File: config.mk
export PLATFORM = sky130hd
export DESIGN_NAME = gravador_sequencia
export DESIGN_NICKNAME = d
export VERILOG_FILES = /design/src/rtl/gravador_sequencia.sv
export SDC_FILE = /design/constraint.sdc
export NUM_CORES = 1
export LEC_CHECK = 0
export BUFFER_PORTS_ARGS = -buffer_cell sky130_fd_sc_hd__buf_2
export CORE_ASPECT_RATIO = 0.5
export CORE_MARGIN = 2
export CORE_UTILIZATION = 35
export CTS_CLUSTER_SIZE = 30
export DETAILED_ROUTE_END_ITERATION = 12
export PLACE_DENSITY = 0.62
export SETUP_SLACK_MARGIN = 0.05
export SYNTH_ARGS = -nofsm -noshare
export SYNTH_HDL_FRONTEND = slang
export SYNTH_SLANG_ARGS = --single-unit
File: constraint.sdc
create_clock -name clock -period 6.26 [get_ports clock]
set_input_delay 1.252 -clock clock [delete_from_list [all_inputs] [get_ports clock]]
set_output_delay 1.252 -clock clock [all_outputs]
set_load 0.05 [all_outputs]
File: src/rtl/gravador_sequencia.sv
// ---------------------------------------------------------------------------
// gravador_sequencia
//   Writer side of the memory-sequence game. Each key press the player makes
//   while recording is stored as one entry of an internal DEPTH x DATA_W
//   synchronous RAM. A free-running synchronous read port lets the game
//   datapath replay or compare the stored sequence.
//
// Ports
//   clock        rising-edge clock
//   reset_n      asynchronous, active-low reset
//   iniciar      start recording (honoured in IDLE and FIM)
//   parar        end recording (honoured in ESPERA)
//   chaves       player keys, one-hot when valid
//   rd_endereco  read address
//   rd_dado      registered read data, 1-cycle latency
//   tamanho      number of entries written (0..DEPTH)
//   gravando     high while recording (ESPERA, GRAVA, SOLTA)
//   pronto       high in FIM
//   db_erro      high in an ESPERA cycle showing a non-zero, non-one-hot key
//   db_estado    current state code
// ---------------------------------------------------------------------------
module gravador_sequencia #(
    parameter int DATA_W = 4,
    parameter int ADDR_W = 4,
    parameter int DEPTH  = 2**ADDR_W
) (
    input  logic              clock,
    input  logic              reset_n,
    input  logic              iniciar,
    input  logic              parar,
    input  logic [DATA_W-1:0] chaves,
    input  logic [ADDR_W-1:0] rd_endereco,
    output logic [DATA_W-1:0] rd_dado,
    output logic [ADDR_W:0]   tamanho,
    output logic              gravando,
    output logic              pronto,
    output logic              db_erro,
    output logic [2:0]        db_estado
);

    localparam logic [2:0] IDLE   = 3'd0;
    localparam logic [2:0] ESPERA = 3'd1;
    localparam logic [2:0] GRAVA  = 3'd2;
    localparam logic [2:0] SOLTA  = 3'd3;
    localparam logic [2:0] FIM    = 3'd4;

    localparam logic [ADDR_W:0] CHEIO = (ADDR_W+1)'(DEPTH);
    localparam logic [ADDR_W:0] UM    = (ADDR_W+1)'(1);

    logic [2:0]        estado;
    logic [2:0]        prox;
    logic [DATA_W-1:0] chave_reg;
    logic [DATA_W-1:0] mem [DEPTH];

    logic tecla_valida;
    logic tecla_invalida;
    logic tecla_solta;
    logic captura;
    logic reinicia;
    logic wr_en;

    assign tecla_valida   = $onehot(chaves);
    assign tecla_solta    = (chaves == '0);
    assign tecla_invalida = !tecla_solta && !tecla_valida;

    // parar wins over a key seen in the same ESPERA cycle
    assign captura  = (estado == ESPERA) && !parar && tecla_valida;
    assign reinicia = ((estado == IDLE) || (estado == FIM)) && iniciar;

    // The full check is redundant with the SOLTA exit, but keeps the RAM
    // from ever being addressed by a wrapped count.
    assign wr_en = (estado == GRAVA) && (tamanho != CHEIO);

    // -----------------------------------------------------------------------
    // Next-state logic
    // -----------------------------------------------------------------------
    always_comb begin
        prox = estado;
        case (estado)
            IDLE: begin
                if (iniciar) prox = ESPERA;
            end
            ESPERA: begin
                if (parar)             prox = FIM;
                else if (tecla_valida) prox = GRAVA;
            end
            GRAVA: begin
                prox = SOLTA;
            end
            SOLTA: begin
                // A held key is recorded once: only leave after release.
                if (tecla_solta) prox = (tamanho == CHEIO) ? FIM : ESPERA;
            end
            FIM: begin
                if (iniciar) prox = ESPERA;
            end
            default: begin
                prox = IDLE;
            end
        endcase
    end

    // -----------------------------------------------------------------------
    // State, length counter and captured key
    // -----------------------------------------------------------------------
    always_ff @(posedge clock or negedge reset_n) begin
        if (!reset_n) begin
            estado    <= IDLE;
            tamanho   <= '0;
            chave_reg <= '0;
        end else begin
            estado <= prox;
            if (reinicia)   tamanho <= '0;
            else if (wr_en) tamanho <= tamanho + UM;
            if (captura) chave_reg <= chaves;
        end
    end

    // -----------------------------------------------------------------------
    // RAM: no reset on the array so contents survive reset_n. The async reset
    // forces the FSM out of GRAVA, so a write interrupted by reset is dropped
    // rather than landing at some other address.
    // -----------------------------------------------------------------------
    always_ff @(posedge clock) begin
        if (wr_en) mem[tamanho[ADDR_W-1:0]] <= chave_reg;
    end

    // Read-before-write: a same-cycle read of the written entry sees old data.
    always_ff @(posedge clock or negedge reset_n) begin
        if (!reset_n) rd_dado <= '0;
        else          rd_dado <= mem[rd_endereco];
    end

    // -----------------------------------------------------------------------
    // Status outputs
    // -----------------------------------------------------------------------
    assign gravando  = (estado == ESPERA) || (estado == GRAVA) || (estado == SOLTA);
    assign pronto    = (estado == FIM);
    assign db_erro   = (estado == ESPERA) && !parar && tecla_invalida;
    assign db_estado = estado;

endmodule

Yosys cells after proc, flatten, opt, wreduce, memory -nomap -nowiden
Memories as Yosys holds them, arrays and structs flattened. A register that Yosys moved wholly into a read port is not among the register bits.
Index checks and enable logic that the tools add are counted.
Widths: inputs -> output; s select.
{ "word_totals": {"n_memories": 1, "wordCells": 46, "in_bits": 12, "register_bits": 12, "ramBits": 64} }
{ "op_classes": {"n_eq_ne": 10, "mux": 10, "reduce_logical": 18, "addsub": 4} }
{ "mem_list": {"columns": ["name", "depth", "word_bits", "rd", "rd_clocked_by_memory_dff", "write_ports", "line", "source"], "rows": [
  ["mem", 16, 4, 1, 1, 1, "53", "logic [DATA_W-1:0] mem [DEPTH];"]
]} }
{ "ops": {"columns": ["cell", "n"], "rows": [
  ["$mux 3", 5],
  ["$pmux 3 s4", 1],
  ["$mux 5", 2],
  ["$eq 3x1->1 const B", 2],
  ["$eq 3x2->1 const B", 2],
  ["$logic_and 1x1->1", 6],
  ["$add 5x1->5 const B", 1],
  ["$eq 5x5->1 const B", 1],
  ["$ne 5x5->1 const B", 1],
  ["$add 1x1->2", 2],
  ["$logic_not 1->1", 4],
  ["$logic_not 4->1", 1],
  ["$add 2x2->3", 1],
  ["$eq 3x3->1 const B", 1],
  ["$logic_not 3->1", 1],
  ["$logic_or 1x1->1", 3],
  ["$ne 3x3->1 const B", 1],
  ["$reduce_and 3->1", 1],
  ["$mux 1", 2],
  ["$ne 2x1->1 const B", 1],
  ["$ne 2x2->1 const B", 1],
  ["$reduce_bool 2->1", 1],
  ["$reduce_or 2->1", 1]
]} }

Depth between registers and ports, before layout
{ "logic_depth": {"word_depth": 6, "mapped_depth": 8} }

Worst setup path before layout
OpenSTA, ideal clock, no wires.
{ "synth_path": {"path_kind": "in2out", "from": "in chaves[0]", "to": "out db_erro", "arrival_ns": 4.033, "path_stages": 7, "setup_slack_ns": 0.975, "t_required_ns": 5.008, "cell_sequence": "inv_1 -> fa_1 -> inv_1 -> ha_1 -> ha_1 -> nor3b_1 -> nor4b_1"} }
{ "synth_between": {"elab_chain_len": 6, "elab_cells_between_ends": 8} }
{ "synth_lines": {"columns": ["item", "line", "source"], "rows": [
  ["start, declared", "31", "input logic [DATA_W-1:0] chaves,"],
  ["$add 1x1->2 (implied by the code)", "62", "assign tecla_valida = $onehot(chaves);"],
  ["$add 2x2->3 (implied by the code)", "62", null],
  ["$eq 3x1->1", "62", null],
  ["$logic_not 1->1", "64", "assign tecla_invalida = !tecla_solta && !tecla_valida;"],
  ["$logic_and 1x1->1 *", "64", null],
  ["$logic_and 1x1->1 *", "139", "assign db_erro = (estado == ESPERA) && !parar && tecla_invalida;"],
  ["end, declared", "37", "output logic db_erro,"]
]} }
Mark *: on every way between the ends. The rest lies on a longest branch, timed or not.

Worst setup path after layout
Ends and elaborated chain as after synthesis.

==> impl_metrics.py <==
metrics = {
    "clock_tree": {
        "cts_buffers": 9,
        "post-cts-setup-buffer-count": 0,
        "tritoncts": "built",
        "clk_pin_slew_ns": 0.06,
        "cts_resized": 0,
        "cts.sinks": 80,
        "cts_hold_buf": 0,
        "clock-root-buffer": "clkbuf_16",
        "cts_buffer_depth": 2,
        "htree_levels": 3,
        "clock_latency_ns": 0.33,
    },
    "global_route": {
        "grt_pass1_wl_um": 10700,
        "grt_pass1_vias": 1960,
        "antenna_found_initial": 0,
        "grt_use_total_pct": 13.9,
        "gr-total-overflow": 0,
        "grt_max_degree": 18,
    },
    "placement": {
        "place_ws_ns": 1.82,
        "dp_cells": 363,
        "gp_congestion": 0.735,
        "placed_cell_area_sq_um": 3710,
        "hpwl_um": 4640,
        "portBuffers": 26,
    },
    "logic_synthesis": {
        "synth_edf_count": 64,
        "synth_ff_type": "edfxtp_1",
        "synth_top_area_share_pct": 55.4,
        "ys_warn_count": 0,
        "synth_top_area_cell": "edfxtp_1",
        "ys_seq_elements": 80,
        "yosysUniqueCellTypes": 38,
        "postSynthAreaPerCell_sq_um": 16.5,
        "synth.most_common_cell": "edfxtp_1",
        "synthesis.nets": 230,
        "synth_common_cells": "edfxtp_1 (64), dfrtp_1 (16), inv_1 (14), mux4_1 (14)",
        "synthTopCellsByArea": "edfxtp_1 (55%), dfrtp_1 (12%), mux4_1 (11%)",
        "synth_area_sq_um": 3470,
        "async_reset_ff_share_pct": 20.0,
        "ys_seq_area_share_pct": 66.9,
        "netlist_instances": 210,
    },
    "timing": {
        "final.setup_skew_ns": 0.00564,
        "relSlewSlack_pct": 51.7,
        "max_freq_mhz": 223,
        "layout_setup_ws_ns": 1.78,
        "finalSetupTns_ns": 0,
        "fin_crit_sh_pct": 71.6,
        "rsz0062_at_grt": "no",
        "min_period_ns": 4.48,
        "slew_viol_final": 0,
        "setup_viol": 0,
        "worstMarginPinSlew_ns": 0.719,
        "hold_viol_final": 0,
    },
    "routing": {
        "via_per_inst": 5.06,
        "routed-via-count": 1912,
        "firstDrtPassIters": 4,
        "drc": 0,
        "drt_wl_total_um": 6610,
        "wl_per_cell_um": 17.5,
        "drt_iter0_markers": 166,
        "ant_nets": 0,
    },
    "finish": {
        "multiInputGateArea_sq_um": 1040,
        "drive_above_1_share_pct": 19.3,
        "fin_nets": 259,
        "finalNonFillerCells": 378,
        "fill_cells": 842,
        "final_area_sq_um": 4010,
        "largest_reg_flops": 64,
        "diodes": 0,
        "register_area_sq_um": 2320,
        "syn2layout_area_growth_pct": 15.6,
    },
    "flow_run": {
        "drv_cap": 0,
    },
    "pwr": {
        "p_sw_mw": 0.530,
        "irDropWorstVdd_uv": 250,
        "p_seq_share_pct": 48.0,
        "p_int_mw": 1.14,
        "p_per_area_nw_per_um2": 416,
        "swShare_pct": 31.7,
        "leakage_nw": 1.49,
        "clkPwrFrac_pct": 31.8,
        "p_comb_share_pct": 20.2,
    },
    "run_status": {
        "outcome": "finished clean",
    },
    "die": {
        "dieHeight_um": 74.4,
        "rows": 25,
        "initial_utilization_pct": 36.4,
        "core_area_sq_um": 9540,
        "ios": 27,
        "dieArea_sq_um": 10800,
        "die_w_um": 145,
    },
    "setup_path": {
        "cp.required_ns": 5.01,
        "crit_path_start": "chaves[0]",
        "reg2regPathDepth": 2,
        "worstPathArrival_ns": 3.23,
        "r2r_end": "mem[12][0]",
        "setup.worst_path.end": "db_erro",
        "crit_type": "in -> out",
        "ff2ff_setup_slack_ns": 4.10,
        "end_kind": "output pin",
        "start_kind": "primary input",
        "rr_startpoint": "db_estado[0]",
        "path_max_fanout": 4,
    },
    "hold_path": {
        "hold_path.class": "reg -> reg",
    },
}
kinds of logic (layout without fill, tap and decap cells):
group / after synthesis / in the layout / synth area share (%)
flip-flops: 80 / 80 / 66.9
AND/OR/NAND/NOR: 59 / 59 / 9.30
multiplexers: 22 / 22 / 13.8
buffers and inverters: 22 / 55 / 3.17
AO/OA/AOI/OAI: 19 / 19 / 3.75
adder cells (fa/ha/maj): 8 / 8 / 3.10
power groups by stage:
stage | sequential (mW) | clock (mW) | combinational, mW
final | 0.801 | 0.531 | 0.337
after detailed placement | 0.813 | 0 | 0.337
after floorplan | 0.831 | 0 | 0.204
after CTS | 0.801 | 0.541 | 0.338
after global routing | 0.818 | 0.560 | 0.371
after global placement | 0.806 | 0 | 0.332
stage by stage:
| step | util, % | hold slack, ns | power [mW] |
|---|---|---|---|
| after floorplan | - | 0.619 | 1.03 |
| after global placement | 38.9 | 0.564 | 1.14 |
| after detailed placement | 38.9 | 0.585 | 1.15 |
| after CTS | 42.1 | 0.594 | 1.68 |
| after global routing | 42.1 | 0.649 | 1.75 |
| final | 42.1 | 0.602 | 1.67 |
worst max-delay path, stage by stage:
cell and delay (ns):
buf_2 0.09, inv_1 0.06, fa_1 0.54, inv_1 0.05
ha_1 0.17, ha_1 0.27, nor3b_1 0.07, nor4b_1 0.38
buf_2 0.34
per-layer routing:
metal | track usage, % | wire, um | up-vias
li1 | - | - | 883
met1 | 18.7 | 3060 | 968
met2 | 21.0 | 3050 | 53
met3 | 5.02 | 423 | 8
met4 | 4.96 | 75 | 0
met5 | 0 | 0 | -
area by class of cell:
| class | instances | share of cell area (%) |
|---|---|---|
| Clock inverter | 5 | 1.81 |
| Multi-Input combinational cell | 108 | 25.9 |
| Sequential cell | 80 | 57.9 |
| Clock buffer | 10 | 5.70 |
| Inverter | 14 | 1.31 |
| Tap cell | 135 | 4.21 |
| Timing Repair Buffer | 26 | 3.24 |
layout by cell type (no fill, tap or decap), types with 7 or more instances in the layout:
cell type,Yosys,layout
edfxtp_1,64,64
buf_2,3,26
dfrtp_1,16,16
inv_1,14,14
mux4_1,14,14
nor2_1,11,11
nor3_1,11,11
nand3_1,10,10
clkbuf_16,0,9
nand2_1,7,7
ha_1,7,7
worst min-delay path by stage:
stage / start / end / slack, ns / cells after the start
2_1_floorplan: mem[11][2] / rd_dado[2] / 0.62 / 3
3_3_place_gp: tamanho[2] / tamanho[2] / 0.56 / 1
3_5_place_dp: db_estado[2] / db_estado[1] / 0.58 / 1
4_1_cts: db_estado[2] / db_estado[1] / 0.59 / 1
5_1_grt: db_estado[2] / db_estado[1] / 0.65 / 1
6_report: db_estado[2] / db_estado[1] / 0.60 / 1
No activity file was read; power rests on OpenSTA's default activity.
